## src/rtl/sc_pkg.sv

```systemverilog
// Shared definitions for the shift-bank slice: synchronous operation priorities,
// the per-stage operation encoding and width helpers for the fill counter.
package sc_pkg;

    // Synchronous request priorities; a higher number wins when several are raised.
    localparam int PRI_HOLD  = 0;
    localparam int PRI_SHIFT = 1;
    localparam int PRI_LOAD  = 2;
    localparam int PRI_CLR   = 3;

    // Resolved per-edge operation broadcast to every stage.
    typedef enum logic [1:0] {
        OP_HOLD  = 2'(PRI_HOLD),
        OP_SHIFT = 2'(PRI_SHIFT),
        OP_LOAD  = 2'(PRI_LOAD),
        OP_CLR   = 2'(PRI_CLR)
    } op_e;

    // Ceiling log2, usable in constant expressions.
    function automatic int clog2(input int value);
        int result;
        result = 0;
        for (int v = value - 1; v > 0; v = v >> 1) begin
            result = result + 1;
        end
        return result;
    endfunction

    // Width of a counter that must hold 0..depth inclusive, never narrower than one bit.
    function automatic int fill_width(input int depth);
        int w;
        w = clog2(depth + 1);
        return (w < 1) ? 1 : w;
    endfunction

endpackage

```

## src/rtl/dff_shift_bank_if.sv

```systemverilog
// Control, data and status bundle of the shift bank. The master side drives the
// enables, load image and serial sample; the slave side returns taps, oldest
// sample and occupancy.
interface dff_shift_bank_if
    import sc_pkg::*;
#(
    parameter int WIDTH  = 8,
    parameter int DEPTH  = 3,
    parameter int FILL_W = fill_width(DEPTH)
);

    logic                     CLR;
    logic                     LOAD_EN;
    logic [DEPTH*WIDTH-1:0]   LOAD_DATA;
    logic                     SHIFT_EN;
    logic [WIDTH-1:0]         D;
    logic [WIDTH-1:0]         Q;
    logic [DEPTH*WIDTH-1:0]   TAPS;
    logic [FILL_W-1:0]        FILL;
    logic                     FULL;

    modport master (
        output CLR,
        output LOAD_EN,
        output LOAD_DATA,
        output SHIFT_EN,
        output D,
        input  Q,
        input  TAPS,
        input  FILL,
        input  FULL
    );

    modport slave (
        input  CLR,
        input  LOAD_EN,
        input  LOAD_DATA,
        input  SHIFT_EN,
        input  D,
        output Q,
        output TAPS,
        output FILL,
        output FULL
    );

endinterface

```

## src/rtl/sc_dff_stage.sv

```systemverilog
// One WIDTH-bit stage of the bank. Asynchronous reset to RESET_VAL; on each clock
// edge it clears, loads its slice of the load image, takes its upstream neighbour
// (shift) or holds, as selected by the already-resolved operation.
module sc_dff_stage
    import sc_pkg::*;
#(
    parameter int               WIDTH     = 8,
    parameter logic [WIDTH-1:0] RESET_VAL = '0
) (
    input  logic             clk,
    input  logic             rst,
    input  op_e              op,
    input  logic [WIDTH-1:0] load_d,
    input  logic [WIDTH-1:0] shift_d,
    output logic [WIDTH-1:0] q
);

    // Stage register: async reset, then clear / load / shift / hold.
    always_ff @(posedge clk or posedge rst) begin
        if (rst) begin
            q <= RESET_VAL;
        end else begin
            case (op)
                OP_CLR:   q <= RESET_VAL;
                OP_LOAD:  q <= load_d;
                OP_SHIFT: q <= shift_d;
                default:  q <= q;
            endcase
        end
    end

endmodule

```

## src/rtl/dff_shift_bank.sv

```systemverilog
// WIDTH x DEPTH register bank used as the pixel delay line / window shifter.
// The top level resolves the clear > load > shift > hold priority once, hands the
// single resolved operation to every stage, and keeps the saturating fill counter
// and the registered FULL flag. Every output comes straight from a register.
module dff_shift_bank
    import sc_pkg::*;
#(
    parameter int               WIDTH     = 8,
    parameter int               DEPTH     = 3,
    parameter logic [WIDTH-1:0] RESET_VAL = '0
) (
    input  logic             CLK,
    input  logic             RESET,
    dff_shift_bank_if.slave  bus
);

    localparam int                FILL_W   = fill_width(DEPTH);
    localparam logic [FILL_W-1:0] FILL_MAX = FILL_W'(DEPTH);

    op_e                    op;
    logic [WIDTH-1:0]       stage_q  [DEPTH];
    logic [WIDTH-1:0]       shift_in [DEPTH];
    logic [DEPTH*WIDTH-1:0] taps;
    logic [FILL_W-1:0]      fill_q;
    logic [FILL_W-1:0]      fill_nxt;
    logic                   full_q;

    // Priority decode: exactly one operation per edge, lower requests dropped whole.
    always_comb begin
        op = OP_HOLD;
        if (bus.CLR) begin
            op = OP_CLR;
        end else if (bus.LOAD_EN) begin
            op = OP_LOAD;
        end else if (bus.SHIFT_EN) begin
            op = OP_SHIFT;
        end
    end

    // Stage chain: stage 0 takes the serial input, stage i takes stage i-1.
    for (genvar i = 0; i < DEPTH; i++) begin : g_stage
        if (i == 0) begin : g_head
            assign shift_in[i] = bus.D;
        end else begin : g_link
            assign shift_in[i] = stage_q[i-1];
        end

        sc_dff_stage #(
            .WIDTH     (WIDTH),
            .RESET_VAL (RESET_VAL)
        ) u_stage (
            .clk     (CLK),
            .rst     (RESET),
            .op      (op),
            .load_d  (bus.LOAD_DATA[i*WIDTH +: WIDTH]),
            .shift_d (shift_in[i]),
            .q       (stage_q[i])
        );
    end

    // Flatten the stage array into the tap bus, stage i at bits [i*WIDTH +: WIDTH].
    always_comb begin
        taps = '0;
        for (int i = 0; i < DEPTH; i++) begin
            taps[i*WIDTH +: WIDTH] = stage_q[i];
        end
    end

    // Next occupancy: cleared, forced full on load, +1 per shift saturating at DEPTH.
    always_comb begin
        fill_nxt = fill_q;
        case (op)
            OP_CLR:  fill_nxt = '0;
            OP_LOAD: fill_nxt = FILL_MAX;
            OP_SHIFT: begin
                if (fill_q != FILL_MAX) begin
                    fill_nxt = fill_q + FILL_W'(1);
                end
            end
            default: fill_nxt = fill_q;
        endcase
    end

    // Occupancy and FULL registers; FULL is registered from the next count so it
    // asserts on the same edge the DEPTH-th valid sample arrives.
    always_ff @(posedge CLK or posedge RESET) begin
        if (RESET) begin
            fill_q <= '0;
            full_q <= 1'b0;
        end else begin
            fill_q <= fill_nxt;
            full_q <= (fill_nxt == FILL_MAX);
        end
    end

    assign bus.Q    = stage_q[DEPTH-1];
    assign bus.TAPS = taps;
    assign bus.FILL = fill_q;
    assign bus.FULL = full_q;

endmodule
```

## src/flat_wrapper.sv

```systemverilog
// flat-port wrapper written by rule: the top's interface ports become plain ports
module dff_shift_bank_flat import sc_pkg::*;
#(
    parameter int               WIDTH     = 8,
    parameter int               DEPTH     = 3,
    parameter logic [WIDTH-1:0] RESET_VAL = '0
)
  (CLK, RESET, bus_CLR, bus_LOAD_EN, bus_LOAD_DATA, bus_SHIFT_EN, bus_D, bus_Q, bus_TAPS, bus_FILL, bus_FULL);
  dff_shift_bank_if #(.WIDTH(WIDTH), .DEPTH(DEPTH)) bus_i ();
  input  logic CLK;
  input  logic RESET;
  input wire logic [$bits(bus_i.CLR)-1:0] bus_CLR;
  input wire logic [$bits(bus_i.LOAD_EN)-1:0] bus_LOAD_EN;
  input wire logic [$bits(bus_i.LOAD_DATA)-1:0] bus_LOAD_DATA;
  input wire logic [$bits(bus_i.SHIFT_EN)-1:0] bus_SHIFT_EN;
  input wire logic [$bits(bus_i.D)-1:0] bus_D;
  output wire logic [$bits(bus_i.Q)-1:0] bus_Q;
  output wire logic [$bits(bus_i.TAPS)-1:0] bus_TAPS;
  output wire logic [$bits(bus_i.FILL)-1:0] bus_FILL;
  output wire logic [$bits(bus_i.FULL)-1:0] bus_FULL;
  assign bus_i.CLR = bus_CLR;
  assign bus_i.LOAD_EN = bus_LOAD_EN;
  assign bus_i.LOAD_DATA = bus_LOAD_DATA;
  assign bus_i.SHIFT_EN = bus_SHIFT_EN;
  assign bus_i.D = bus_D;
  assign bus_Q = bus_i.Q;
  assign bus_TAPS = bus_i.TAPS;
  assign bus_FILL = bus_i.FILL;
  assign bus_FULL = bus_i.FULL;
  dff_shift_bank #(.WIDTH(WIDTH), .DEPTH(DEPTH), .RESET_VAL(RESET_VAL)) u_core (.CLK(CLK), .RESET(RESET), .bus(bus_i));
endmodule
```

## config.mk

```make
export PLATFORM = sky130hd
export DESIGN_NAME = dff_shift_bank_flat
export DESIGN_NICKNAME = d
export VERILOG_FILES = /design/src/rtl/sc_pkg.sv /design/src/rtl/dff_shift_bank_if.sv /design/src/rtl/sc_dff_stage.sv /design/src/rtl/dff_shift_bank.sv /design/src/flat_wrapper.sv
export SDC_FILE = /design/constraint.sdc
export NUM_CORES = 1
export LEC_CHECK = 0
export ABC_AREA = 1
export CAP_MARGIN = 0
export CELL_PAD_IN_SITES_DETAIL_PLACEMENT = 1
export CELL_PAD_IN_SITES_GLOBAL_PLACEMENT = 2
export CORE_MARGIN = 4
export CORE_UTILIZATION = 20
export CTS_BUF_LIST = sky130_fd_sc_hd__clkbuf_8
export DETAILED_ROUTE_END_ITERATION = 16
export PLACE_DENSITY = 0.75
export SETUP_SLACK_MARGIN = 0.4
export SLEW_MARGIN = 20
export SYNTH_ARGS = -nofsm -noshare
export SYNTH_HDL_FRONTEND = slang
export SYNTH_SLANG_ARGS = --single-unit
```

## constraint.sdc

```tcl
create_clock -name CLK -period 0.8 [get_ports CLK]
set_input_delay 0.2 -clock CLK [delete_from_list [all_inputs] [get_ports CLK]]
set_output_delay 0.2 -clock CLK [all_outputs]
set_load 0.02 [all_outputs]
```

* After elaboration in Yosys (flattened, before gate mapping)
Cells that the tools add are included.
** Word-level totals
- Output and inout port bits :: 35
- Register bits :: 27
- Latch bits :: 0
- RAM bits :: 0
- Input bits :: 37
- Bits in read-only memories :: 0
- Memories kept :: 0
- Logic and storage cells :: 20
** Cells by class
- Equal/unequal tests :: 5
- Divide/modulo/power cells :: 0
- Bitwise gates (word level) :: 0
- Reductions and logical operators :: 1
- Multipliers :: 0
- Add/subtract/negate cells :: 1
- Magnitude comparators :: 0
- Mux-type cells :: 8
- Shift operators :: 0
** Operators by type and width (number)
- $pmux W8 S3 :: 3
- $eq A2 B2 Y1 const B :: 3
- $mux W2 :: 3
- $pmux W2 S3 :: 1
- $reduce_bool A3 Y1 :: 1
- $add A2 B1 Y2 const B :: 1
- $eq A2 B1 Y1 const B :: 1
- $ne A2 B2 Y1 const B :: 1
- $mux W1 :: 1

* Logic depth before layout (Yosys ltp)
Gate-level depths: netlist of the first run.
- Depth after elaboration :: 6
- Mapped depth :: 10

* Modules after synthesis
From an unflattened synthesis of the first run, not the netlist that was laid out.
** Unflattened totals
- Cell total of the unflattened synthesis :: 235
- Area, all modules :: 1661.6 µm²
** Modules (own cells, without submodules)
- sc_dff_stage :: times used 3, area each 474.2 µm², cells each 67
- dff_shift_bank :: times used 1, area each 239.0 µm², cells each 34

* Least setup slack after synthesis of the first run
No wires, ideal clock.
- Path type :: input port to flip-flop
- Start :: in bus_LOAD_EN
- End :: reg u_core.g_stage[0].u_stage.q[5]
- Setup time :: 74 ps
- Path buffers :: 1
- Stages :: 8
- Arrival time :: 1254 ps
- Required time :: 726 ps
- Setup slack :: -528 ps
- Cell sequence :: inv_1 > a21oi_1 > inv_1 > ha_1 > nor2_8 > buf_12 > nand2_2 > o21ai_2
** On the way
- Cells in the longest elaborated chain, start to end :: 4
** RTL lines
- start, declared :: line flat_wrapper.sv:13 : input wire logic [$bits(bus_i.LOAD_EN)-1:0] bus_LOAD_EN;
- $mux W2 (*) :: line dff_shift_bank.sv:33 : end else if (bus.LOAD_EN) begin
- $mux W2 (*) :: line dff_shift_bank.sv:31 : if (bus.CLR) begin
- $eq A2 B1 Y1 / $eq A2 B2 Y1 (equally long branches) :: line sc_dff_stage.sv:23 : case (op)
- $pmux W8 S3 / $reduce_bool A3 Y1 (equally long branches)
- end signal, assigned :: line sc_dff_stage.sv:25 : OP_LOAD: q <= load_d;
- end signal, assigned :: line sc_dff_stage.sv:26 : OP_SHIFT: q <= shift_d;
- end signal, assigned :: line sc_dff_stage.sv:27 : default: q <= q;
- end, declared :: line sc_dff_stage.sv:15 : output logic [WIDTH-1:0] q
Every way passes the cells marked *; elsewhere a longest branch is shown, timed or not.
A chain may end at the register's enable or synchronous reset.

* Final worst setup path of the first run
- Start :: in bus_LOAD_EN
- End :: reg u_core.g_stage[2].u_stage.q[7]
** On the way
- Cells in the longest elaborated chain, start to end :: 4
** RTL lines (line)
- $mux W2 (*) :: dff_shift_bank.sv:33
- $mux W2 (*) :: dff_shift_bank.sv:31
- $eq A2 B1 Y1 / $eq A2 B2 Y1 (equally long branches) :: sc_dff_stage.sv:23
- $pmux W8 S3 / $reduce_bool A3 Y1 (equally long branches)
- end signal, assigned :: sc_dff_stage.sv:25
- end signal, assigned :: sc_dff_stage.sv:26
- end signal, assigned :: sc_dff_stage.sv:27
- end, declared :: sc_dff_stage.sv:15
Marked as above.

==> results of run 1 <==
## report_power, final
group          internal (mW)  switching [mW]
Combinational          0.945           0.712
Clock                  0.357           0.549
Sequential              1.46          0.0708
Total                   2.76            1.33
## flip-flops by register name, indices dropped and copies added (netlist names)
register / flops
u_core.bus.FILL: 2
u_core.bus.FULL: 1
u_core.g_stage.u_stage.q: 24
## kinds of logic (layout without fill, tap and decap cells)
family	count (synthesis)	count (layout)	share of synthesized area [%]
adders and majority gates	4	4	3.23
buffers and inverters	35	146	14.7
AOI/OAI and AO/OA	18	18	6.78
DFF	27	27	43.6
and+or+nand+nor	124	124	31.7
## stage by stage
stage	TNS [ns]	power (mW)
detailed placement	-39.93	2.67
global placement	-39.14	2.65
floorplan	-8.36	2.10
finish	-21.53	4.09
global route	-24.11	4.30
CTS	-20.62	4.02
## worst min-delay path, delay by kind of cell
family / cells / cell delay (ns)
buffers and inverters: 3 / 0.53
## metal layers
layer  wire (µm)  vias up  track usage [%]
met5           0        -                0
met4          74        0             4.27
met3         236        5             1.25
met2        3150       45             25.6
met1        2540      801             16.5
li1            -      838                -
## layout make-up
type	instances	area (µm²)
inverters	18	88.8
fillers	847	4110
repair buffers	124	1470
multi-input cells	146	862
clock buffers	3	41.3
well taps	99	124
flip-flops and latches	27	707
clock inverters	1	7.51
## cells in the final DEF (no fill, tap or decap), types with 3 or more instances in the layout
master and count:
clkbuf_8 3, dfrtp_2 25, bufbuf_16 3, buf_6 45
o21ai_2 7, clkdlybuf4s50_1 32, buf_16 4, buf_4 25
o21ai_1 10, nand2_1 83, nand2_4 9, buf_12 10
inv_1 12, ha_4 4, nand2_2 28
## how the worst max path moves through the flow
stage	slack, ns	to	start
after detailed placement	-1.05	u_core.g_stage[1].u_stage.q[2]$_DFFE_PP0P_	bus_LOAD_EN
after CTS	-0.46	u_core.g_stage[1].u_stage.q[1]$_DFFE_PP0P_	bus_LOAD_EN
after global placement	-1.01	u_core.g_stage[1].u_stage.q[2]$_DFFE_PP0P_	bus_LOAD_EN
after global routing	-0.57	u_core.g_stage[2].u_stage.q[7]$_DFFE_PP0P_	bus_LOAD_EN
final	-0.51	u_core.g_stage[2].u_stage.q[7]$_DFFE_PP0P_	bus_LOAD_EN
after floorplan	-0.35	u_core.g_stage[0].u_stage.q[5]$_DFFE_PP0P_	bus_LOAD_EN
## repair_timing
item | in CTS | in global routing
endpoints found under the setup margin | 86 | 62
buffers inserted | 19 | 2
gates cloned | 7 | 0
pin swaps | 32 | 9
resized for setup | 261 | 39
==> results.toml, run 1 <==
[logic_synthesis]
netlist_top_cells_count = "nand2_1, dfrtp_1, inv_1, buf_4, o21ai_1"
netlist_instances = 208
syn_nets = 249
synth_flop_cell = "dfrtp_1"
synth_area_um2 = 1550
synth-seq-cells = 27
seq_area_frac_synth_pct = 43.6
synth_cell_types = 17
yosys_warnings = 0
synthMostInstantiatedCell = "nand2_1"
synth_area_leaders = "dfrtp_1, nand2_1, buf_4, inv_1, ha_1"
yosys.area.top_type = "dfrtp_1"
synth_top_area_share_pct = 43.6
synth_edf_count = 0
synthArstFlopShare_pct = 100
avgSynthCellArea_um2 = 7.45

[final_layout]
synthToLayoutAreaGrowth_pct = 113
layout-drive-gt1-share_pct = 55.8
finalNonFillerCells = 418
insertedDiodeCount = 0
final_core_util_pct = 44.6
fin_nets = 361
final_area_um2 = 3300

[floorplan]
die_w_um = 96.0
coreArea_um2 = 7410
initial_core_util_pct = 20.9
rows = 31
dieArea_um2 = 9220
io_pins = 72
die_h_um = 96.0

[clocking]
cts_max_path_buffers = 2
clock_sinks = 27
h-tree-depth = 1
tritoncts = "done"
cts_hold_buf = 0
numCtsBuffers = 3
clkLatencyLatePin_ns = 0.29
cts_root_buf = "clkbuf_8"
cts.clk_slew.worst_paths_ns = 0.12

[detailed_routing]
vias_per_cell = 4.04
drc = 0
firstDrtPassIters = 4
drtIter0Drc = 64
avgRoutedWirePerCell_um = 14.3
routed-via-count = 1689
routed_wirelength_um = 6000
antenna_left = 0

[setup_path]
crit_path_end_kind = "flop"
worstPathCellList = "buf_6 -> buf_8 -> inv_12 -> a21oi_4 -> buf_6 -> buf_6 -> ha_4 -> buf_6 -> nor2_8 -> buf_6 -> buf_16 -> nand2_2 -> nand2_2"
r2r_end = "u_core.bus.FULL$_DFF_PP0_"
timing.critical_path.arrival_ns = 1.56
slowest_stage = "ha_4"
critical_path_required_ns = 1.04
cpMostUsedCell = "buf_6"
crit_family = "buffers and inverters"
reg2reg_depth = 5
cp_max_fo = 8
r2r_start = "u_core.bus.FILL[0]$_DFF_PP0_"
reg2reg_slack_ns = -0.19
path_buf_inv = 8
slowest_delay_ns = 0.15
path_depth = 13
critPathLaunchType = "input pin"
crit_type = "in -> reg"

[timing]
relSlewSlack_pct = 84.3
skew_ns = 0.00342
rsz0062_at_grt = "true"
whs_ns = 0.0989
maxSlewViolCount = 0
fmax_mhz = 761
period_share_pct = 164
min_period_ns = 1.31
setup_viol = 62
hold_viol = 0
setup_ws_ns = -0.514
tightestPinTransition_ns = 0.233

[global_route]
grt_pass1_vias = 1832
grt_overflow = 0
grt_antenna_before_repair = 0
grtUsageTotal_pct = 13.8
grt_max_degree = 17
grt_pass1_wl_um = 9580

[min_path]
hp-class = "in -> async"

[placed_design]
place_inst = 386
dp_hpwl_um = 3860
dp_slack_ns = -1.05
postPlaceCellArea_um2 = 2600
port_buffers = 71
routabilityCongestion = 0.671

[power]
ir_drop_v = 0.000651
p_leak_nw = 1.62
power.density_nw_per_um2 = 1240

[outcome]
violations = "negative setup slack"
status = "finished with violations"

[flow_run]
maxCapViolations = 0
Note: power is estimated with default switching activity, not from simulation.
==> run 2: changes to the inputs <==
ABC_AREA = unset   (was 1)
CORE_UTILIZATION = 22   (was 20)
PLACE_DENSITY = unset   (was 0.75)
PLACE_DENSITY_LB_ADDON = 0.12   (was unset)
clock period = 1.3 ns   (was 0.8 ns; I/O delays follow)
==> run 2 against run 1 <==
Effect of this change: the run now ends clean; die area decreased by 19%; worst setup slack improved by 0.60 ns; power decreased by 46%; largest power group is now registers; highest routed layer unchanged.
==> results.toml, run 2 <==
[floorplan]
coreArea_um2 = 5960
initial_core_util_pct = 22.7
io_pins = 72
rows = 28
die_h_um = 86.4
dieArea_um2 = 7470
die_w_um = 86.4

[final_layout]
largest_register = "u_core.g_stage.u_stage.q"
final_core_util_pct = 46.2
insertedDiodeCount = 0
layout-drive-gt1-share_pct = 56.1
largest_reg_flops = 24
fin_nets = 281
synthToLayoutAreaGrowth_pct = 104
final_cell_mix = "buf_6, buf_4, clkdlybuf4s50_1"
final_common_cell = "buf_6"

[detailed_routing]
highest_layer = "met4"
drtIter0Drc = 71
firstDrtPassIters = 5
vias_per_cell = 4.61
routed_wirelength_um = 5190
m1WireLength_um = 2180
dr_wl_met2_um = 2620
antenna_left = 0
route.met3.wl_um = 337
avgRoutedWirePerCell_um = 16.5
routed-via-count = 1448
drc = 0

[timing]
maxSlewViolCount = 0
period_share_pct = 93.6
setup_ws_ns = 0.0834
fin_tns_setup_ns = 0
skew_ns = 0.00792
relSlewSlack_pct = 80.6
min_period_ns = 1.22
tightestPinTransition_ns = 0.291
setup_viol = 0
rsz0062_at_grt = "true"
hold_viol = 0
fmax_mhz = 822
whs_ns = 0.376

[logic_synthesis]
synthMostInstantiatedCell = "dfrtp_1"
yosys_warnings = 0
yosys.area.top_type = "dfrtp_1"
netlist_top_cells_count = "dfrtp_1, a22oi_1, nand2_1, o21ai_1, buf_4"
seq_area_frac_synth_pct = 50.0
synth_edf_count = 0
synth_flop_cell = "dfrtp_1"
syn_nets = 180
avgSynthCellArea_um2 = 9.73
synth_area_um2 = 1350
netlist_instances = 139
synth_cell_types = 19
synth-seq-cells = 27
synthArstFlopShare_pct = 100
synth_area_leaders = "dfrtp_1, a22oi_1, o21ai_1, nand2_1, buf_4"
synth_top_area_share_pct = 50.0

[setup_path]
crit_start = "bus_SHIFT_EN"
crit_type = "in -> reg"
critPathLaunchType = "input pin"
timing.critical_path.arrival_ns = 1.42
crit_path_end_kind = "flop"
cp_max_fo = 6
r2r_start = "u_core.bus.FILL[0]$_DFF_PP0_"
critical_path_required_ns = 1.51

[placed_design]
dp_slack_ns = -0.745
routabilityCongestion = 0.695
dp_hpwl_um = 3430
port_buffers = 71

[power]
p_leak_nw = 1.20
power_mw = 2.21
power.density_nw_per_um2 = 801
ir_drop_v = 0.000402

[clocking]
cts_max_path_buffers = 2
clkLatencyLatePin_ns = 0.28
tritoncts = "done"
cts_hold_buf = 0
cts_root_buf = "clkbuf_8"
h-tree-depth = 1
clock_sinks = 27
numCtsBuffers = 3
cts.clk_slew.worst_paths_ns = 0.10

[global_route]
grt_pass1_vias = 1613
grt_pass1_wl_um = 8360
grtUsageTotal_pct = 14.2
grt_max_degree = 28
grt_antenna_before_repair = 0
grt_overflow = 0

[min_path]
hp-class = "in -> async"

[outcome]
status = "finished clean"

[flow_run]
maxCapViolations = 0
run 2: path summary, 6_finish.rpt:
path / slack, ns / depth (start not counted) / endpoint
min in group CLK: 0.54 / 5 / u_core.bus.FILL[0]$_DFF_PP0_
hold / removal: 0.38 / 3 / u_core.g_stage[2].u_stage.q[5]$_DFFE_PP0P_
hold reg to reg: 0.57 / 2 / u_core.g_stage[2].u_stage.q[2]$_DFFE_PP0P_
setup reg to reg: 0.14 / 4 / u_core.bus.FULL$_DFF_PP0_
setup / recovery: 0.08 / 6 / u_core.g_stage[1].u_stage.q[7]$_DFFE_PP0P_
max in group asynchronous: 0.75 / 3 / u_core.g_stage[1].u_stage.q[7]$_DFFE_PP0P_
run 2: cells by family (layout without fill, tap and decap cells):
group	count (synthesis)	in the layout	synth area share (%)
AOI/OAI and AO/OA	53	53	25.8
and+or+nand+nor	31	34	9.34
DFF	27	27	50.0
buffers and inverters	24	121	11.2
adders and majority gates	4	4	3.70
run 2: timing repair:
action | in CTS | in global routing
gates cloned | 3 | 0
gates resized for setup | 254 | 25
pin swaps | 15 | 7
setup endpoints to repair | 62 | 62
buffers inserted | 7 | 6
run 2: power by group:
group	internal (mW)	total [mW]	switching (mW)	leakage [nW]
Clock	0.212	0.488	0.276	0.0269
Sequential	0.888	0.931	0.0432	0.366
Combinational	0.425	0.786	0.361	0.808
Total	1.53	2.21	0.680	1.20
run 2: worst max-delay path, stage by stage:
cell	delay [ns]
buf_6	0.09
a21o_1	0.20
buf_6	0.13
ha_4	0.24
or2_4	0.30
o21ai_2	0.14
run 2: stage by stage:
stage | instances | instance area, µm²
global placement | 294 | 2310
finish | 314 | 2750
detailed placement | 294 | 2310
floorplan | 139 | 1420
global route | 314 | 2750
CTS | 308 | 2610
run 2: routing by layer:
| metal | GRT usage [%] | vias to the layer above |
|---|---|---|
| li1 | - | 679 |
| met5 | 0 | - |
| met4 | 2.97 | 0 |
| met2 | 24.2 | 57 |
| met1 | 18.6 | 708 |
| met3 | 3.04 | 4 |
run 2: area by class of cell:
class                           count  area, µm²
Fill cell                         661       3200
Timing Repair Buffer              112       1120
Multi-Input combinational cell     91        802
Sequential cell                    27        676
Tap cell                           75       93.8
Clock buffer                        3       41.3
Inverter                            5       18.8
Clock inverter                      1       3.75
==> run 3: changes to the inputs <==
ABC_CLOCK_PERIOD_IN_PS = 1300   (was unset)
==> results of run 3 <==
Same layout as run 2: the final DEF is identical, and so are final timing and power.
